**config.mk**
```make
export PLATFORM = sky130hd
export DESIGN_NAME = sram_rr_arbiter_flat
export DESIGN_NICKNAME = d
export VERILOG_FILES = /design/src/rtl/sram_rr_arbiter_if.sv /design/src/rtl/sram_rr_arbiter.sv /design/src/flat_wrapper.sv
export SDC_FILE = /design/constraint.sdc
export NUM_CORES = 1
export LEC_CHECK = 0
export CAP_MARGIN = 20
export CELL_PAD_IN_SITES_DETAIL_PLACEMENT = 0
export CELL_PAD_IN_SITES_GLOBAL_PLACEMENT = 1
export CORE_UTILIZATION = 24
export CTS_BUF_LIST = sky130_fd_sc_hd__clkbuf_4 sky130_fd_sc_hd__clkbuf_8
export DETAILED_ROUTE_END_ITERATION = 8
export PLACE_DENSITY_LB_ADDON = 0.2
export SYNTH_ARGS = -nofsm -noshare
export SYNTH_HDL_FRONTEND = slang
export SYNTH_SLANG_ARGS = --single-unit
export TNS_END_PERCENT = 50
```
**constraint.sdc**
```tcl
create_clock -name clk -period 1.55 [get_ports clk]
set_input_delay 0.31 -clock clk [delete_from_list [all_inputs] [get_ports clk]]
set_output_delay 0.31 -clock clk [all_outputs]
set_load 0.01 [all_outputs]
```
**src/rtl/sram_rr_arbiter_if.sv**
```systemverilog
// Requester-side bus of the SRAM round-robin arbiter.
//   req_valid/req_ready : per-requester handshake, bit i = requester i
//   req_we              : 1 = write, 0 = read, per requester
//   req_addr/req_wdata  : requester i fields at [i*AW +: AW] / [i*DW +: DW]
//   rsp_valid/rsp_data  : one-cycle read-response pulse tagged per requester
// Modports: master = requester side, slave = arbiter side.
interface sram_rr_arbiter_if #(
  parameter int AW = 1,
  parameter int DW = 1
);
  logic [1:0]      req_valid;
  logic [1:0]      req_ready;
  logic [1:0]      req_we;
  logic [2*AW-1:0] req_addr;
  logic [2*DW-1:0] req_wdata;
  logic [1:0]      rsp_valid;
  logic [DW-1:0]   rsp_data;

  modport master (
    output req_valid, req_we, req_addr, req_wdata,
    input  req_ready, rsp_valid, rsp_data
  );

  modport slave (
    input  req_valid, req_we, req_addr, req_wdata,
    output req_ready, rsp_valid, rsp_data
  );
endinterface

```
**src/rtl/sram_rr_arbiter.sv**
```systemverilog
// Two-requester round-robin arbiter/controller for a single-port sync SRAM
// (registered write, combinational read). After reset it clears every entry,
// then grants one read or write per cycle. Read data returns one cycle after
// the grant, tagged with the requester that issued it.
// Ports:
//   clk, rst_n : clock, asynchronous active-low reset
//   bus        : requester handshake/response interface (slave side)
//   sram_we/wa/wd : SRAM write port
//   sram_ra/rq    : SRAM read address / combinational read data
module sram_rr_arbiter #(
  parameter int AW = 1,
  parameter int DW = 1
) (
  input  logic             clk,
  input  logic             rst_n,
  sram_rr_arbiter_if.slave bus,
  output logic             sram_we,
  output logic [AW-1:0]    sram_wa,
  output logic [DW-1:0]    sram_wd,
  output logic [AW-1:0]    sram_ra,
  input  logic [DW-1:0]    sram_rq
);

  typedef enum logic {INIT, RUN} state_t;

  state_t        state;
  logic [AW-1:0] init_cnt;
  logic          last;

  logic          gnt_any;
  logic          gnt_idx;
  logic          gnt_we;
  logic [AW-1:0] gnt_addr;
  logic [DW-1:0] gnt_wdata;

  // Grant: a lone requester wins; under contention the one not served last wins.
  always_comb begin
    gnt_any = 1'b0;
    gnt_idx = 1'b0;
    if (state == RUN) begin
      gnt_any = |bus.req_valid;
      gnt_idx = (&bus.req_valid) ? ~last : bus.req_valid[1];
    end
    gnt_we    = gnt_idx ? bus.req_we[1] : bus.req_we[0];
    gnt_addr  = gnt_idx ? bus.req_addr[2*AW-1:AW] : bus.req_addr[AW-1:0];
    gnt_wdata = gnt_idx ? bus.req_wdata[2*DW-1:DW] : bus.req_wdata[DW-1:0];
    bus.req_ready = gnt_any ? (gnt_idx ? 2'b10 : 2'b01) : 2'b00;
  end

  // SRAM pins; held quiet while reset is asserted even though state reads INIT.
  always_comb begin
    sram_we = 1'b0;
    sram_wa = '0;
    sram_wd = '0;
    sram_ra = '0;
    if (rst_n) begin
      if (state == INIT) begin
        sram_we = 1'b1;
        sram_wa = init_cnt;
      end else if (gnt_any) begin
        if (gnt_we) begin
          sram_we = 1'b1;
          sram_wa = gnt_addr;
          sram_wd = gnt_wdata;
        end else begin
          sram_ra = gnt_addr;
        end
      end
    end
  end

  always_ff @(posedge clk or negedge rst_n) begin
    if (!rst_n) begin
      state         <= INIT;
      init_cnt      <= '0;
      last          <= 1'b1;
      bus.rsp_valid <= '0;
      bus.rsp_data  <= '0;
    end else begin
      case (state)
        INIT: begin
          bus.rsp_valid <= '0;
          init_cnt      <= init_cnt + 1'b1;
          if (init_cnt == '1) state <= RUN;
        end
        RUN: begin
          if (gnt_any) begin
            last <= gnt_idx;
            if (gnt_we) begin
              bus.rsp_valid <= '0;
            end else begin
              bus.rsp_valid <= gnt_idx ? 2'b10 : 2'b01;
              bus.rsp_data  <= sram_rq;
            end
          end else begin
            bus.rsp_valid <= '0;
          end
        end
        default: state <= INIT;
      endcase
    end
  end

endmodule

```
**src/flat_wrapper.sv**
```systemverilog
// flat-port wrapper written by rule: the top's interface ports become plain ports
module sram_rr_arbiter_flat 
#(
  parameter int AW = 1,
  parameter int DW = 1
)
  (clk, rst_n, sram_we, sram_wa, sram_wd, sram_ra, sram_rq, bus_req_valid, bus_req_we, bus_req_addr, bus_req_wdata, bus_req_ready, bus_rsp_valid, bus_rsp_data);
  sram_rr_arbiter_if #(.AW(AW), .DW(DW)) bus_i ();
  input  logic clk;
  input  logic rst_n;
  output logic sram_we;
  output logic [AW-1:0] sram_wa;
  output logic [DW-1:0] sram_wd;
  output logic [AW-1:0] sram_ra;
  input  logic [DW-1:0] sram_rq;
  input wire logic [$bits(bus_i.req_valid)-1:0] bus_req_valid;
  input wire logic [$bits(bus_i.req_we)-1:0] bus_req_we;
  input wire logic [$bits(bus_i.req_addr)-1:0] bus_req_addr;
  input wire logic [$bits(bus_i.req_wdata)-1:0] bus_req_wdata;
  output wire logic [$bits(bus_i.req_ready)-1:0] bus_req_ready;
  output wire logic [$bits(bus_i.rsp_valid)-1:0] bus_rsp_valid;
  output wire logic [$bits(bus_i.rsp_data)-1:0] bus_rsp_data;
  assign bus_i.req_valid = bus_req_valid;
  assign bus_i.req_we = bus_req_we;
  assign bus_i.req_addr = bus_req_addr;
  assign bus_i.req_wdata = bus_req_wdata;
  assign bus_req_ready = bus_i.req_ready;
  assign bus_rsp_valid = bus_i.rsp_valid;
  assign bus_rsp_data = bus_i.rsp_data;
  sram_rr_arbiter #(.AW(AW), .DW(DW)) u_core (.clk(clk), .rst_n(rst_n), .bus(bus_i), .sram_we(sram_we), .sram_wa(sram_wa), .sram_wd(sram_wd), .sram_ra(sram_ra), .sram_rq(sram_rq));
endmodule
```
# Word-level counts from Yosys, hierarchy flattened
# Index checks and enable logic that the tools add are counted.
dict set report totals {
  output_inout_bits 9
  register_bits 6
}
dict set report op_classes {
  mux 29
  n_addsub 1
  n_reduce_logical 4
  n_bitwise 3
}
# operator n
set op_table {}
lappend op_table {{$mux 1} 24}
lappend op_table {{$mux 2} 4}
lappend op_table {{$pmux 2 s2} 1}
lappend op_table {{$reduce_and 2->1} 2}
lappend op_table {{$not 1->1} 3}
lappend op_table {{$reduce_and 3->1} 1}
lappend op_table {{$reduce_or 2->1} 1}
lappend op_table {{$add 1x1->1 const B} 1}

# Logic depth before layout (Yosys ltp)
# Gate-level depths: netlist of the first run.
dict set report depth {
  ltp_word 8
  depth_mapped 4
}

# Least setup slack after synthesis of the first run
# No wires, ideal clock.
dict set report synth_timing {
  kind {flip-flop to output port}
  startpoint {reg u_core.last}
  endpoint {out sram_wa}
  path_stages_with_launch 5
  path_slack_ns -0.002
  t_arrival_ns 1.242
  path_buffers 0
  path_cell_list {dfstp_2 -> nand2_2 -> nand3_4 -> mux2_4 -> a41o_1}
}
dict set report synth_via {
  elab_chain_cells 8
  elab_cells_between_ends 9
  classes_between {8 x mux; 1 x bitwise}
}
# item line_no
set synth_lines {}
lappend synth_lines {{start, declared} sram_rr_arbiter.sv:28} ;# logic last;
lappend synth_lines {{start signal, assigned} sram_rr_arbiter.sv:88} ;# last <= gnt_idx;
lappend synth_lines {{$not 1->1 (*)} sram_rr_arbiter.sv:42} ;# gnt_idx = (&bus.req_valid) ? ~last : bus.req_valid[1];
lappend synth_lines {{$mux 1 (*)} sram_rr_arbiter.sv:42}
lappend synth_lines {{$mux 1 (*)} sram_rr_arbiter.sv:40} ;# if (state == RUN) begin
lappend synth_lines {{$mux 1 (on tied branches)} {sram_rr_arbiter.sv:45, sram_rr_arbiter.sv:44}}
lappend synth_lines {{$mux 1 (*)} sram_rr_arbiter.sv:61} ;# if (gnt_we) begin
lappend synth_lines {{$mux 1 (*)} sram_rr_arbiter.sv:60} ;# end else if (gnt_any) begin
lappend synth_lines {{$mux 1 (*)} sram_rr_arbiter.sv:57} ;# if (state == INIT) begin
lappend synth_lines {{$mux 1 (*)} sram_rr_arbiter.sv:56} ;# if (rst_n) begin
lappend synth_lines {{end, declared} flat_wrapper.sv:12} ;# output logic [AW-1:0] sram_wa;
# Every way passes the cells marked *; elsewhere a longest branch is shown, timed or not.

# Worst setup path in the final report of the first run
# Ends and elaborated chain as after synthesis.

==> results.txt, run 1 <==
----------------------------------------------------
[Run status]
  Run status ... finished, violations left
  Violated checks ... setup timing

[Synthesis]
  Adder and majority gate portion of the synthesized area ... 0%
  Number of different library cells in the post-synthesis netlist ... 22
  Mux share of post-synthesis cell area ... a little over a tenth
  Fraction of the mapped netlist area in compound gates ... 11.4%
  Nets in the synthesized netlist ... between 40 and 50
  Post-synthesis share of cell area spent on xor and xnor gates ... 2.56%
  Post-synthesis instance area ... between 300 and 400 um^2
  Largest area contributor in the netlist ... sky130_fd_sc_hd__dfrtp_1
  FFs w/ async S/R, synth ... 100%
  Mapped Avg Cell Area ... ~10 um^2
  Proportion of netlist area held by the largest area contributor ... 36.6%
  Simple-gate area share of the yosys netlist ... about a quarter
  Top post-synthesis cells by area ... sky130_fd_sc_hd__dfrtp_1, sky130_fd_sc_hd__dfstp_2, sky130_fd_sc_hd__nand3_4
  Most numerous cell in the Yosys netlist ... sky130_fd_sc_hd__dfrtp_1
  Ys flop type ... sky130_fd_sc_hd__dfrtp_1
  Main combinational cell family by area after synthesis ... simple AND/OR/NAND/NOR gates
  Synthesis Warnings ... 0
  Part of the Yosys area used for sequential elements ... 44.3%
  Number of flip-flops and latches in the synthesized netlist ... 6
  Gate count after technology mapping ... 33
  Top cells by count, synth ... sky130_fd_sc_hd__dfrtp_1, sky130_fd_sc_hd__inv_1, sky130_fd_sc_hd__nor2_1
  Number of enable flip-flop cells after synthesis ... 0

[STA]
  Actual slew at the worst max-slew pin ... 0.235 ns
  Final Hold Fails ... 0
  Post-route fraction of the period consumed by the critical path ... 121%
  Pins over their slew limit ... 0
  RSZ-0062 raised after global routing ... true
  Clock Skews ... roughly 0.010 ns
  Maximum clock frequency ... 0.535 GHz
  Worst-case setup margin in the final layout ... -0.319 ns
  Setup-violating endpoint count in the final report ... 6
  Final critical-path required period ... roughly 1.9 ns
  Worst max-slew margin expressed relative to the limit ... around 84%

[Global route]
  Antenna violations before repair ... 0
  Largest net degree at the start of global routing ... 8
  Global route overflow ... 0
  First-pass GRT wire length ... 1.39 mm
  Vias in the first global route ... 340
  GRT Overall Usage ... 14.5%

[Floorplan]
  Die height ... roughly 40 um
  Starting utilization of the core area ... roughly a quarter
  Width of the chip ... between 30 and 40 um
  Die area ... roughly 1600 um^2
  Core Footprint ... 1320 um^2
  Count of standard-cell rows ... 13
  Total I/O pin count ... 20

[Critical path]
  Kind of end point of the critical path ... primary output
  Cell-by-cell trace of the critical path ... nand2_2, nand3_4, mux2_4, a41o_1, buf_2
  Worst Path Max Fanout ... 3
  Arrival time reported for the critical path endpoint ... between 1.5 and 2 ns
  Worst Setup Path Type ... reg2out
  Crit path required time ... 1.24 ns
  Biggest cell delay along the critical path ... roughly 0.54 ns
  Kind of start point of the critical path ... flop
  Slowest stage cell on the critical path ... sky130_fd_sc_hd__dfstp_2

[Min path]
  Type of the worst min-delay path ... in2reg

[CTS]
  Clock slew at reported path FFs ... approximately 0.050 ns
  Clock insertion delay at the later pin of the skew report ... 0.25 ns
  Sinks on Clock Net ... 6
  CTS HTree Levels ... 1
  Clock tree buffer depth ... 2
  Library cell used as clock root buffer ... sky130_fd_sc_hd__clkbuf_4
  Number of CTS-inserted buffers ... 3
  Clock tree from TritonCTS ... built

[Drt]
  Total detailed-routing wirelength ... 917 um
  Total iterations of the first detailed-routing run ... 1
  DR WL/cell ... ~11 um
  Number of DRC markers after the initial detailed-route iteration ... 0
  DRC ... 0
  Count of nets left with antenna violations after detail routing ... 0
  Via count ... between 300 and 400
  Vias per inst ... 4.37

[Placement]
  Final HPWL DP ... 686 um
  Number of input and output port buffers inserted ... 19
  Post-placement worst setup slack ... -0.739 ns
  Final estimated routing congestion in global placement ... ~0.76

[Layout]
  Final antenna diode count ... 0
  Number of nets in the finished design ... 80
  Fill cells ... 131
  Ratio of cells with drive above 1 in the final layout ... 51.5%
  Signed area change from the synthesized netlist to the final layout ... 100%

[Pwr]
  Power, Total ... roughly 0.52 mW
  Power density over cell area ... around 770 nW/um^2
  Leakage Power ... around 0.36 nW
  Peak supply drop ... ~0.31 mV

[Job]
  # Max-Cap Violations ... 0

----------------------------------------------------
[cells in the final DEF, fill, tap and decap left out, drive strengths merged]
cell type and n:
a41o 1, mux2 2, or2 1, and3 2
xnor2 1, and2 1, o22ai 1, nand2b 1
nor2 3, inv 3, dfrtp 5, nand2 3
nand3 3, clkbuf 4, dlygate4sd2 3, a32o 1
clkdlybuf4s50 10, o21a 1, dfstp 1, buf 19
o21ai 1, mux2i 1
[critical path: cells and delay by family, from the launching register on]
kind                   cells  cell delay [ns]
DFF                        1             0.54
muxes                      1             0.31
AOI/OAI and AO/OA          1             0.18
and+or+nand+nor            2             0.16
buffers and inverters      1             0.13
[cell families after synthesis]
logic type | count (synthesis)
DFF | 6
buffers and inverters | 4
and+or+nand+nor | 14
muxes | 3
xor gates and xnor gates | 1
AOI/OAI and AO/OA | 5
[layer usage]
metal	GRT usage, %	vias up	part of all wire (%)
met1	13.3	160	37
li1	-	184	-
met2	24.6	14	53
met4	7.76	0	2.0
met5	0	-	0
met3	8.52	5	7.7
[path summary, 6_finish.rpt]
check | end | depth (start not counted) | from | slack (ns)
setup / recovery | sram_wa | 5 | u_core.last$_DFFE_PN1P_ | -0.32
hold / removal | u_core.bus.rsp_valid[1]$_DFF_PN0_ | 3 | bus_req_we[1] | 0.47
setup reg to reg | u_core.bus.rsp_data$_DFFE_PN0P_ | 7 | u_core.last$_DFFE_PN1P_ | 0.01
hold reg to reg | u_core.init_cnt$_DFFE_PN0N_ | 1 | u_core.init_cnt$_DFFE_PN0N_ | 0.49
max in group asynchronous | u_core.last$_DFFE_PN1P_ | 2 | rst_n | 0.85
min in group asynchronous | u_core.init_cnt$_DFFE_PN0N_ | 2 | rst_n | 0.50
[flip-flops by register name, indices dropped and copies added, names as in the netlist]
register and count:
u_core.bus.rsp_valid 2, u_core.bus.rsp_data 1, u_core.init_cnt 1, u_core.last 1
u_core.state 1
[stage by stage]
stage | instance area (um^2) | instances | utilization, % | setup TNS, ns | hold slack [ns]
after CTS | 671 | 83 | 50.9 | -1.25 | 0.454
after floorplan | 342 | 33 | - | 0 | 0.0144
after global placement | 622 | 77 | 47.2 | -4.03 | 0.469
after detailed placement | 622 | 77 | 47.2 | -4.03 | 0.484
after global routing | 683 | 83 | 51.9 | -1.68 | 0.469
final | 683 | 83 | 51.9 | -1.14 | 0.466
[power by group]
group / total, mW / internal (mW) / switching [mW]
Clock: 0.181 / 0.116 / 0.0655
Sequential: 0.178 / 0.172 / 0.00631
Combinational: 0.165 / 0.103 / 0.0621
Total: 0.524 / 0.390 / 0.134
[what timing repair did]
action,in CTS,in global routing
buffers inserted,2,0
resized for setup,35,3
pin swaps,3,0
setup endpoints to repair,7,7
gates cloned,0,0
hold buffers,0,0
[area by class of cell]
| class | instances | area, um^2 | share of cell area, % |
|---|---|---|---|
| flip-flops and latches | 6 | 153 | 22.3 |
| multi-input cells | 23 | 200 | 29.3 |
| clock buffers | 4 | 30.0 | 4.40 |
| well taps | 15 | 18.8 | 2.75 |
| repair buffers | 32 | 270 | 39.6 |
| inverters | 3 | 11.3 | 1.65 |
Power figures use the tool's default switching activity.
==> run 2: changes to the inputs <==
- SKIP_CTS_REPAIR_TIMING: not set -> 1
==> run 2 against run 1 <==
Net effect: the flow still finishes with violations (setup timing); count of clock-buffer cells in the layout unchanged; sequential share of layout area shrank 0.38 points; clock skew shrank 0.0014 ns; final cell count is 1.2% lower; die area unchanged; non-clock buffer count down 1; first-iteration DRC count is 3 higher; hold slack lost 0.089 ns; register-to-register slack improved by 0.05 ns; maximum frequency fell by 0.94%; combinational power barely moved; critical path type unchanged; largest power group unchanged.
==> results.txt, run 2 (synthesis gave the netlist of run 1 again) <==
----------------------------------------------------
[Run status]
  Run status ... finished, violations left
  Violated checks ... setup timing

[Layout]
  Ratio of cells with drive above 1 in the final layout ... 49.3% (-2.2 points)
  Area taken by multi-input logic gates ... 203 um^2 (+1.2%)
  Layout Cells excl Fill ... 82 (-1.2%)
  Final antenna diode count ... 0 (unchanged)
  Final instance area ... 689 um^2 (+0.92%)
  Signed area change from the synthesized netlist to the final layout ... 102%
  Commonest non-fill, non-tap cells in the layout ... sky130_fd_sc_hd__buf_4, sky130_fd_sc_hd__clkdlybuf4s50_1, sky130_fd_sc_hd__dfrtp_1
  Fill cells ... 128 (-2.3%)
  Commonest non-fill, non-tap cell in the layout ... sky130_fd_sc_hd__buf_4
  Sequential cell area ... 151 um^2 (-0.82%)
  Max reg flops ... 2 (unchanged)
  Biggest register ... u_core.bus.rsp_valid
  Number of nets in the finished design ... 79 (-1.3%)

[STA]
  Actual slew at the worst max-slew pin ... 0.258 ns (+0.0230 ns)
  Worst max-slew margin expressed relative to the limit ... 82.8% (-1.5 points)
  Maximum clock frequency ... 0.530 GHz (-0.94%)
  Pins over their slew limit ... 0 (unchanged)
  Post-route fraction of the period consumed by the critical path ... 122% (+1.1 points)
  Clock Skews ... 0.00876 ns (-0.00142 ns)
  Final critical-path required period ... 1.89 ns (+0.0177 ns)
  Final Hold Fails ... 0 (unchanged)
  Worst slack on hold paths ... 0.377 ns (-0.0887 ns)
  Setup-violating endpoint count in the final report ... 6 (unchanged)
  Worst-case setup margin in the final layout ... -0.337 ns (-0.0177 ns)
  RSZ-0062 raised after global routing ... true

[Drt]
  Vias per inst ... 4.39 (+0.38%)
  Via count ... 360 (-0.83%)
  Total iterations of the first detailed-routing run ... 4 (+3)
  Number of DRC markers after the initial detailed-route iteration ... 3 (+3)
  Count of nets left with antenna violations after detail routing ... 0 (unchanged)
  Total detailed-routing wirelength ... 923 um (+0.65%)
  DRC ... 0 (unchanged)
  DR WL/cell ... 11.3 um (+1.9%)

[CTS]
  Clock insertion delay at the later pin of the skew report ... 0.25 ns (about the same)
  Clock slew at reported path FFs ... 0.05 ns (about the same)
  CTS HTree Levels ... 1 (unchanged)
  Library cell used as clock root buffer ... sky130_fd_sc_hd__clkbuf_4
  Number of CTS-inserted buffers ... 3 (unchanged)
  Sinks on Clock Net ... 6 (unchanged)
  Clock tree from TritonCTS ... built
  Clock tree buffer depth ... 2 (unchanged)

[Critical path]
  Kind of start point of the critical path ... flop
  Kind of end point of the critical path ... primary output
  Crit path required time ... 1.24 ns (about the same)
  Worst Path Max Fanout ... 4 (+1)
  Worst Setup Path Type ... reg2out
  Arrival time reported for the critical path endpoint ... 1.58 ns (+0.02 ns)

[Floorplan]
  Starting utilization of the core area ... 25.9% (unchanged)
  Die area ... 1580 um^2 (unchanged)
  Count of standard-cell rows ... 13 (unchanged)
  Die height ... 39.7 um (unchanged)
  Width of the chip ... 39.7 um (unchanged)
  Core Footprint ... 1320 um^2 (unchanged)
  Total I/O pin count ... 20 (unchanged)

[Global route]
  Global route overflow ... 0 (unchanged)
  Vias in the first global route ... 312 (-8.2%)
  Antenna violations before repair ... 0 (unchanged)
  GRT Overall Usage ... 13.4% (-1.1 points)
  First-pass GRT wire length ... 1.27 mm (-8.4%)
  Largest net degree at the start of global routing ... 8 (unchanged)

[Placement]
  Final HPWL DP ... 686 um (unchanged)
  Final estimated routing congestion in global placement ... 0.760 (unchanged)
  Area after DPL ... 622 um^2 (unchanged)
  Number of input and output port buffers inserted ... 19 (unchanged)
  Post-placement worst setup slack ... -0.739 ns (unchanged)
  Cell Count Post-Placement ... 77 (unchanged)

[Job]
  # Max-Cap Violations ... 0 (unchanged)

[Pwr]
  Leakage Power ... 0.391 nW (+8.9%)
  Power, Total ... 0.522 mW (-0.34%)
  Power density over cell area ... 758 nW/um^2 (-1.2%)
  Peak supply drop ... 0.301 mV (-1.9%)

[Min path]
  Type of the worst min-delay path ... in2reg

----------------------------------------------------
run 2: routing by layer:
metal / wire length (um) / track usage, %
met2: 506 / 21.3
met4: 8 / 7.76
met3: 62 / 8.52
met5: 0 / 0
met1: 345 / 12.9
run 2: worst max-delay path, stage by stage (launching register included):
cell	delay [ns]
sky130_fd_sc_hd__dfstp_2	0.54
sky130_fd_sc_hd__nand2_2	0.07
sky130_fd_sc_hd__nand3_4	0.11
sky130_fd_sc_hd__mux2_4	0.31
sky130_fd_sc_hd__a41o_1	0.18
sky130_fd_sc_hd__buf_2	0.13
run 2: metrics by stage:
stage | util [%] | TNS, ns
after detailed placement | 47.2 | -4.03
after global placement | 47.2 | -4.03
after global routing | 52.3 | -1.52
after CTS | 49.5 | -3.79
final | 52.3 | -1.03
after floorplan | - | 0
run 2: final timing paths:
kind	start	slack [ns]	cells past startpoint	endpoint
setup reg to reg	u_core.last$_DFFE_PN1P_	0.06	5	u_core.bus.rsp_data$_DFFE_PN0P_
min in group asynchronous	rst_n	0.51	2	u_core.init_cnt$_DFFE_PN0N_
hold / removal	bus_req_we[1]	0.38	3	u_core.bus.rsp_valid[1]$_DFF_PN0_
setup / recovery	u_core.last$_DFFE_PN1P_	-0.34	5	sram_wa
hold reg to reg	u_core.init_cnt$_DFFE_PN0N_	0.49	1	u_core.init_cnt$_DFFE_PN0N_
max in group asynchronous	rst_n	0.84	2	u_core.last$_DFFE_PN1P_
run 2: power breakdown:
group	total, mW	leakage, nW	switching (mW)	internal [mW]
combinational	0.165	0.301	0.0623	0.103
sequential	0.178	0.0713	0.00628	0.172
clock	0.179	0.0184	0.0636	0.115
run 2: layout make-up:
type	count	area share, %
Timing Repair Buffer	31	39.9
Tap cell	15	2.72
Sequential cell	6	22.0
Inverter	3	1.63
Clock buffer	4	4.36
Multi-Input combinational cell	23	29.4
